<file path="src/rtl/level_meter_pkg.sv">
// Shared definitions for the level meter: level width, peak FSM state codes
// and the signed-to-unsigned level clamp.
package level_meter_pkg;

  localparam int LEVEL_W = 10;

  typedef logic [1:0] state_t;

  localparam state_t IDLE  = 2'd0;
  localparam state_t HOLD  = 2'd1;
  localparam state_t DECAY = 2'd2;

  // Negative amplitudes read as silence; positive ones already fit in 9 bits.
  function automatic logic [LEVEL_W-1:0] clamp_level(input logic [LEVEL_W-1:0] v);
    return v[LEVEL_W-1] ? '0 : {1'b0, v[LEVEL_W-2:0]};
  endfunction

endpackage

</file>
<file path="src/rtl/level_meter_pixel_gen.sv">
// Bar / peak-marker comparator for one vertical meter column.
// Latency: flags registered one cycle after pix_x/pix_y. No backpressure.
module level_meter_pixel_gen
  import level_meter_pkg::*;
#(
  parameter int unsigned X_LEFT   = 100,
  parameter int unsigned X_RIGHT  = 120,
  parameter int unsigned Y_BOTTOM = 460
) (
  input  logic               clk,
  input  logic               reset_n,
  input  logic [LEVEL_W-1:0] level_q,
  input  logic [LEVEL_W-1:0] peak_q,
  input  logic [9:0]         pix_x,
  input  logic [9:0]         pix_y,
  output logic               bar_on,
  output logic               peak_on
);

  localparam logic [9:0] XL = 10'(X_LEFT);
  localparam logic [9:0] XR = 10'(X_RIGHT);
  localparam logic [9:0] YB = 10'(Y_BOTTOM);

  logic             inx;
  logic [9:0]       bar_h;
  logic [9:0]       peak_h;
  logic             bar_d;
  logic             peak_d;

  // Bar height is half the level so the full 0..511 range spans 256 rows.
  assign bar_h  = level_q >> 1;
  assign peak_h = peak_q >> 1;
  assign inx    = (pix_x >= XL) && (pix_x < XR);

  // YB >= 255 keeps YB - height non-negative for every legal level.
  assign bar_d  = inx && (bar_h != '0) && (pix_y <= YB) && (pix_y > (YB - bar_h));
  assign peak_d = inx && (peak_q != '0) && (pix_y == (YB - peak_h));

  always_ff @(posedge clk or negedge reset_n) begin
    if (!reset_n) begin
      bar_on  <= 1'b0;
      peak_on <= 1'b0;
    end else begin
      bar_on  <= bar_d;
      peak_on <= peak_d;
    end
  end

endmodule

</file>
<file path="src/rtl/level_meter_peak_hold.sv">
// Per-frame level capture with hold-then-decay peak tracking, clip flag and bar/marker pixel flags.
// Latency: level/peak/clip update on the vsync edge; pixel flags one cycle after pix_x/pix_y. No backpressure.
module level_meter_peak_hold
  import level_meter_pkg::*;
#(
  parameter int unsigned HOLD_FRAMES = 30,
  parameter int unsigned DECAY_STEP  = 4,
  parameter int unsigned CLIP_LEVEL  = 480,
  parameter int unsigned X_LEFT      = 100,
  parameter int unsigned X_RIGHT     = 120,
  parameter int unsigned Y_BOTTOM    = 460
) (
  input  logic               clk,
  input  logic               reset_n,
  input  logic [LEVEL_W-1:0] level_in,
  input  logic               vsync_pulse,
  input  logic [9:0]         pix_x,
  input  logic [9:0]         pix_y,
  output logic [LEVEL_W-1:0] level_q,
  output logic [LEVEL_W-1:0] peak_q,
  output logic               bar_on,
  output logic               peak_on,
  output logic               clip
);

  localparam logic [7:0]         HOLD_INIT = 8'(HOLD_FRAMES);
  localparam logic [LEVEL_W-1:0] STEP      = LEVEL_W'(DECAY_STEP);
  localparam logic [LEVEL_W-1:0] CLIP_TH   = LEVEL_W'(CLIP_LEVEL);

  state_t             state;
  state_t             state_nxt;
  logic [7:0]         hold_cnt;
  logic [7:0]         hold_nxt;
  logic [LEVEL_W-1:0] peak_nxt;
  logic [LEVEL_W-1:0] lvl_c;
  logic [LEVEL_W-1:0] decay_d;

  assign lvl_c   = clamp_level(level_in);
  assign decay_d = (peak_q >= STEP) ? (peak_q - STEP) : '0;

  always_comb begin
    state_nxt = state;
    hold_nxt  = hold_cnt;
    peak_nxt  = peak_q;
    if (vsync_pulse) begin
      if (lvl_c > peak_q) begin
        peak_nxt  = lvl_c;
        hold_nxt  = HOLD_INIT;
        state_nxt = HOLD;
      end else begin
        case (state)
          IDLE: peak_nxt = lvl_c;
          HOLD: begin
            if (hold_cnt > 8'd1) begin
              hold_nxt = hold_cnt - 8'd1;
            end else begin
              hold_nxt  = '0;
              state_nxt = DECAY;
            end
          end
          DECAY: begin
            // Decay stops once it meets the live level; the meter then follows it in IDLE.
            if (decay_d > lvl_c) begin
              peak_nxt = decay_d;
            end else begin
              peak_nxt  = lvl_c;
              state_nxt = IDLE;
            end
          end
          default: state_nxt = IDLE;
        endcase
      end
    end
  end

  always_ff @(posedge clk or negedge reset_n) begin
    if (!reset_n) begin
      level_q  <= '0;
      peak_q   <= '0;
      hold_cnt <= '0;
      state    <= IDLE;
      clip     <= 1'b0;
    end else begin
      if (vsync_pulse) begin
        level_q <= lvl_c;
      end
      peak_q   <= peak_nxt;
      hold_cnt <= hold_nxt;
      state    <= state_nxt;
      clip     <= (peak_nxt >= CLIP_TH);
    end
  end

  level_meter_pixel_gen #(
    .X_LEFT   (X_LEFT),
    .X_RIGHT  (X_RIGHT),
    .Y_BOTTOM (Y_BOTTOM)
  ) u_pixel_gen (
    .clk     (clk),
    .reset_n (reset_n),
    .level_q (level_q),
    .peak_q  (peak_q),
    .pix_x   (pix_x),
    .pix_y   (pix_y),
    .bar_on  (bar_on),
    .peak_on (peak_on)
  );

endmodule
</file>
<file path="config.mk">
export PLATFORM = sky130hd
export DESIGN_NAME = level_meter_peak_hold
export DESIGN_NICKNAME = d
export VERILOG_FILES = /design/src/rtl/level_meter_pkg.sv /design/src/rtl/level_meter_pixel_gen.sv /design/src/rtl/level_meter_peak_hold.sv
export SDC_FILE = /design/constraint.sdc
export NUM_CORES = 1
export LEC_CHECK = 0
export ABC_CLOCK_PERIOD_IN_PS = 6300
export CAP_MARGIN = 0
export CORE_ASPECT_RATIO = 1.4
export CORE_MARGIN = 3
export CORE_UTILIZATION = 55
export CTS_CLUSTER_DIAMETER = 120
export DETAILED_ROUTE_END_ITERATION = 8
export HOLD_SLACK_MARGIN = 0.08
export PLACE_DENSITY = 0.79
export SLEW_MARGIN = 25
export SYNTH_ARGS = -nofsm -noshare
export SYNTH_HDL_FRONTEND = slang
export SYNTH_HIERARCHICAL = 1
export SYNTH_SLANG_ARGS = --single-unit
export TNS_END_PERCENT = 1
</file>
<file path="constraint.sdc">
create_clock -name clk -period 6.3 [get_ports clk]
set_input_delay 1.26 -clock clk [delete_from_list [all_inputs] [get_ports clk]]
set_output_delay 1.26 -clock clk [all_outputs]
set_load 0.01 [all_outputs]
</file>
==> impl_metrics.toml, run 1 <==
[cts]
cts_resized = 0
cts-root-buf = "clkbuf_8"
postCtsHoldBufs = 0
cts_tree = "built"
cts_setup_buffers = 0
insertion_delay_ns = 0.29
numCtsBuffers = 5
cts_buffer_depth = 2
clk_pin_slew_ns = 0.08
htree_levels = 2
clock-sinks = 32

[yosys]
netlist_area_um2 = 3190
yosys_warnings = 6
ys_types = 63
async_reset_ff_frac = 1.00
synthFlopType = "dfrtp_1"
synth_cells = 383
synth_edf_count = 0
ys_ff_latch = 32
yosys-top-cells-area = "dfrtp_1 (25%), ha_1 (13%), nor2_1 (4.6%)"
seq_area_frac_synth = 0.251
synth_area_leader_cell = "dfrtp_1"
syn_avg_cell_area_um2 = 8.33
yosysTopAreaCellShare = 0.251

[power]
power_mw = 1.45
leakagePower_nw = 1.62
powerDensity_nw_per_um2 = 379
vdd_drop_max_mv = 0.207

[sta]
skew_ns = 0.00604
hold_viol = 0
max_freq_mhz = 216
setup_viol = 0
min_period_ns = 4.64
tightest_slew_ns = 0.570
timing.final.crit_share = 0.736
tns_ns = 0
slew_headroom = 0.620
grt_setup_unrepaired = "false"
slew_viol_final = 0

[placement]
io_buffer_count = 52
gp_congestion = 0.872
place_hpwl_mm = 6.80
dpl.cell_count = 497

[setup_path]
path_class = "reg -> reg"
cp-end-kind = "flop"
rr_startpoint = "peak_q[3]$_DFF_PN0_"
r2r_setup_slack_ns = 1.66
r2r_cells = 14
worst_ep_required_time_ns = 6.48
crit_arrival_ns = 4.82
start_kind = "flop"
crit_path_start = "peak_q[3]$_DFF_PN0_"
cp_max_fo = 12
setup.worst_path.end = "clip$_DFF_PN0_"
r2r-end = "clip$_DFF_PN0_"

[drt]
vias = 3183
drt-wirelength-per-cell_um = 17.5
drc = 0
first_pass_iters = 6
drt-initial-drc-count = 177
ant_nets = 0
viasPerCell = 6.30
drt_wl_total_mm = 8.82

[cells_and_area]
finalNonFillerCells = 505
n_antenna_cell = 0
layout_common_cells = "clkdlybuf4s50_1 (52), nor2_1 (39), ha_1 (34)"
drive_above_1_share = 0.108
layout.nets = 503
final_common_cell = "clkdlybuf4s50_1"
areaGrowthSynthToFinish_pct = 20.0

[die]
num_io_pins = 56
die_h_um = 96.1
num_rows = 32
core-area_um2 = 5570
fp.dieArea_um2 = 6770
die_w_um = 70.4
start_util = 0.574

[min_path]
hold_class = "reg -> reg"

[global_route]
grt_max_degree = 33
grt_pass1_wl_mm = 13.9
antenna_found_initial = 0
overflow = 0
grt_pass1_vias = 2994
track_usage = 0.259

[job]
drv_cap = 0

[status]
status = "finished, final reports clean"
==> cell usage after synthesis (5+ instances only) <==
library cell and instances:
nor3_1 8, nor2_1 39, inv_1 29, clkbuf_1 5, a31oi_1 6, nand2b_1 6
nor4_1 6, a21oi_1 25, xnor2_1 13, o22ai_1 5, dfrtp_1 32, nand3_1 10
mux2_2 9, nor2b_1 9, nand2_1 31, nand4_1 11, ha_1 34, o21ai_0 24
==> flip-flops by register name, indices dropped and copies added, names as in the netlist <==
register / count
clip: 1
hold_cnt: 8
u_pixel_gen/peak_on: 1
u_pixel_gen/bar_on: 1
level_q: 9
peak_q: 10
state: 2
==> power by group <==
| part | total, mW | switching, mW | internal [mW] | leakage [nW] |
|---|---|---|---|---|
| registers | 0.384 | 0.131 | 0.253 | 0.398 |
| clock network | 0.167 | 0.0884 | 0.0782 | 0.0404 |
| logic | 0.901 | 0.498 | 0.403 | 1.18 |
| total | 1.45 | 0.717 | 0.735 | 1.62 |
==> stage by stage <==
stage | hold WS, ns | instance area [um2] | utilization | worst slack [ns]
after CTS | 0.521 | 3830 | 0.688 | 1.75
after global routing | 0.536 | 3830 | 0.688 | 1.46
after floorplan | 0.468 | 3200 | - | 2.40
after global placement | 0.491 | 3740 | 0.672 | 1.61
final | 0.518 | 3830 | 0.688 | 1.66
after detailed placement | 0.503 | 3740 | 0.672 | 1.56
==> worst min-delay path by stage <==
stage	slack (ns)	from	endpoint	cells past startpoint
finish	0.52	hold_cnt[4]$_DFFE_PN0P_	hold_cnt[4]$_DFFE_PN0P_	2
global placement	0.49	hold_cnt[4]$_DFFE_PN0P_	hold_cnt[4]$_DFFE_PN0P_	2
floorplan	0.47	hold_cnt[7]$_DFFE_PN0P_	hold_cnt[7]$_DFFE_PN0P_	1
global route	0.54	level_q[0]$_DFFE_PN0P_	level_q[0]$_DFFE_PN0P_	1
detailed placement	0.50	hold_cnt[4]$_DFFE_PN0P_	hold_cnt[4]$_DFFE_PN0P_	2
CTS	0.52	hold_cnt[4]$_DFFE_PN0P_	hold_cnt[4]$_DFFE_PN0P_	2
==> cells by family (layout without fill, tap and decap cells) <==
logic type | count (synthesis) | in the layout | synth area share
AND/OR/NAND/NOR | 143 | 143 | 0.240
AO/OA/AOI/OAI | 103 | 103 | 0.221
buffers and inverters | 40 | 91 | 0.0612
adder cells (fa/ha/maj) | 34 | 34 | 0.133
flip-flops | 32 | 32 | 0.251
XOR/XNOR | 18 | 18 | 0.0517
multiplexers | 12 | 12 | 0.0412
other | 1 | 4 | 0.00117
==> cell type report <==
cell class	instances	area, um2
Clock inverter	3	23.8
Tap cell	68	85.1
Multi-Input combinational cell	314	2210
Sequential cell	32	801
Fill cell	488	1740
Inverter	29	109
Clock buffer	5	68.8
Timing Repair Buffer	54	536
==> layer usage <==
layer | track usage | vias to the layer above | part of all wire
li1 | - | 1507 | -
met1 | 0.277 | 1473 | 0.37
met2 | 0.471 | 157 | 0.52
met3 | 0.0418 | 46 | 0.065
met4 | 0.168 | 0 | 0.051
met5 | 0 | - | 0
==> worst max-delay path, stage by stage (launching register included) <==
cell and delay, ns:
dfrtp_1 0.52, inv_1 0.17, ha_1 0.25, nor3b_1 0.38, nand4_1 0.24, nor3_2 0.42, a21oi_1 0.19, ha_1 0.37
nand4_1 0.13, o221a_2 0.27, o31ai_2 0.52, and2_4 0.29, nor3_2 0.05, or4_4 0.50, a41o_1 0.23
Power figures use the tool's default switching activity.
==> run 2, diff against run 1 <==
Settings changed: ABC_CLOCK_PERIOD_IN_PS 6300 to 4000, CORE_UTILIZATION 55 to 49, PLACE_DENSITY 0.79 to 0.74.
Clock period 6.3 ns to 4 ns, I/O delays scaled along.
==> run 2 against run 1 <==
  * Design area increased by 6.1%
  * Cell count increased by 5.9%
  * Sequential share of layout area decreased by 1.2 points
  * Via count increased by 4.1%
  * Combinational power increased by 94%
  * Critical endpoint unchanged
  * Largest cell class unchanged
==> impl_metrics.toml, run 2 (synthesis results as in run 1) <==
[status]
status = "finished, final reports clean"

[placement]
io_buffer_count = 52
gp_congestion = 0.945
dpl.cell_count = 526
place_hpwl_mm = 7.53
placed_area_um2 = 3930
dp_slack_ns = 0.119

[die]
num_io_pins = 56
fp.dieArea_um2 = 7530
die_w_um = 74.2
num_rows = 34
start_util = 0.510
die_h_um = 101
core-area_um2 = 6250

[cells_and_area]
n_antenna_cell = 0
layout.nets = 529
nFillCells = 557
final_common_cell = "clkdlybuf4s50_1"
layout_common_cells = "clkdlybuf4s50_1 (52), nor2_1 (38), ha_1 (33)"
drive_above_1_share = 0.166
finalInstanceArea_um2 = 4070
reg_top3 = "peak_q (10), level_q (9), hold_cnt (8)"
areaGrowthSynthToFinish_pct = 27.4
regMostFlops = "peak_q"
finalNonFillerCells = 535
largest_reg_flops = 10
fin_util = 0.650

[sta]
tns_ns = 0
hold_viol = 0
slew_headroom = 0.630
timing.final.crit_share = 0.952
setup_viol = 0
grt_setup_unrepaired = "false"
max_freq_mhz = 263
slew_viol_final = 0
skew_ns = 0.00745
tightest_slew_ns = 0.553
min_period_ns = 3.81
setup_slack_ns = 0.194

[setup_path]
crit_arrival_ns = 3.98
crit_path_start = "peak_q[2]$_DFF_PN0_"
start_kind = "flop"
path_class = "reg -> reg"
rr_startpoint = "peak_q[2]$_DFF_PN0_"
worst_ep_required_time_ns = 4.18
cp-end-kind = "flop"
cp_max_fo = 4

[drt]
first_pass_iters = 5
vias = 3312
drt_wl_total_mm = 9.68
wl_met3_um = 606
dr.max_layer_used = "met4"
drt-initial-drc-count = 151
m1WireLength_mm = 3.45
drt-wirelength-per-cell_um = 18.1
drc = 0
ant_nets = 0
viasPerCell = 6.19
wl_met2_mm = 5.07

[min_path]
hold_class = "reg -> reg"
hp-start = "level_q[0]$_DFFE_PN0P_"

[power]
power_frac_comb = 0.687
switching_power_mw = 1.18
seqPwrFrac = 0.190
p_clk_frac = 0.123
leakagePower_nw = 1.76
power.internal_mw = 1.37
vdd_drop_max_mv = 0.287
powerDensity_nw_per_um2 = 627
p_sw_frac = 0.464

[cts]
numCtsBuffers = 5
cts_buffer_depth = 2
clock-sinks = 32
htree_levels = 2
cts-root-buf = "clkbuf_8"
clk_pin_slew_ns = 0.07
cts_tree = "built"
insertion_delay_ns = 0.29
postCtsHoldBufs = 0

[global_route]
grt_max_degree = 33
antenna_found_initial = 0
track_usage = 0.266
overflow = 0
grt_pass1_wl_mm = 15.2
grt_pass1_vias = 3212

[job]
drv_cap = 0
[run 2: power groups by stage]
stage	registers [mW]	clock network (mW)	logic, mW
after detailed placement	0.486	0	1.70
after CTS	0.479	0.319	1.71
after global placement	0.483	0	1.65
after floorplan	0.566	0	1.02
after global routing	0.495	0.333	1.92
final	0.483	0.313	1.75
[run 2: path summary, 6_finish.rpt]
kind	endpoint	slack, ns	depth (start not counted)
setup / recovery	clip$_DFF_PN0_	0.19	16
hold / removal	level_q[0]$_DFFE_PN0P_	0.51	1
setup reg to reg	clip$_DFF_PN0_	0.19	16
hold reg to reg	level_q[0]$_DFFE_PN0P_	0.51	1
max in group asynchronous	level_q[0]$_DFFE_PN0P_	2.78	2
min in group asynchronous	peak_q[1]$_DFF_PN0_	0.90	2
[run 2: worst max-delay path, stage by stage, from the launching register on]
cell	delay [ns]
dfrtp_1	0.38
inv_1	0.11
ha_2	0.22
nor3b_2	0.16
buf_4	0.14
nand4_1	0.20
nor3_4	0.31
buf_4	0.18
nor2_1	0.06
ha_1	0.29
nand4_1	0.12
o221a_2	0.27
o31ai_2	0.28
and2_4	0.19
nor3_2	0.04
or4_4	0.49
a41o_1	0.23
[run 2: layout make-up]
type	instances	area, um2	share of cell area
well taps	72	90.1	0.0222
inverters	29	109	0.0268
clock inverters	2	35.0	0.00862
flip-flops and latches	32	801	0.197
repair buffers	80	731	0.180
multi-input cells	314	2230	0.548
clock buffers	6	72.6	0.0179
[run 2: repair_timing]
action,in CTS,in global routing
resized for setup,0,6
endpoints found under the setup margin,0,5
buffers inserted,0,1
[run 2: routing by layer]
layer  vias up  global-route usage
met5         -                   0
met4         0               0.149
met3        46              0.0437
met2       157               0.495
met1      1552               0.273
li1       1557                   -
[run 2: per-stage QoR]
stage	power (mW)	hold slack (ns)
after floorplan	1.59	0.468
after global routing	2.75	0.546
after detailed placement	2.18	0.502
final	2.55	0.514
after CTS	2.50	0.524
after global placement	2.13	0.494
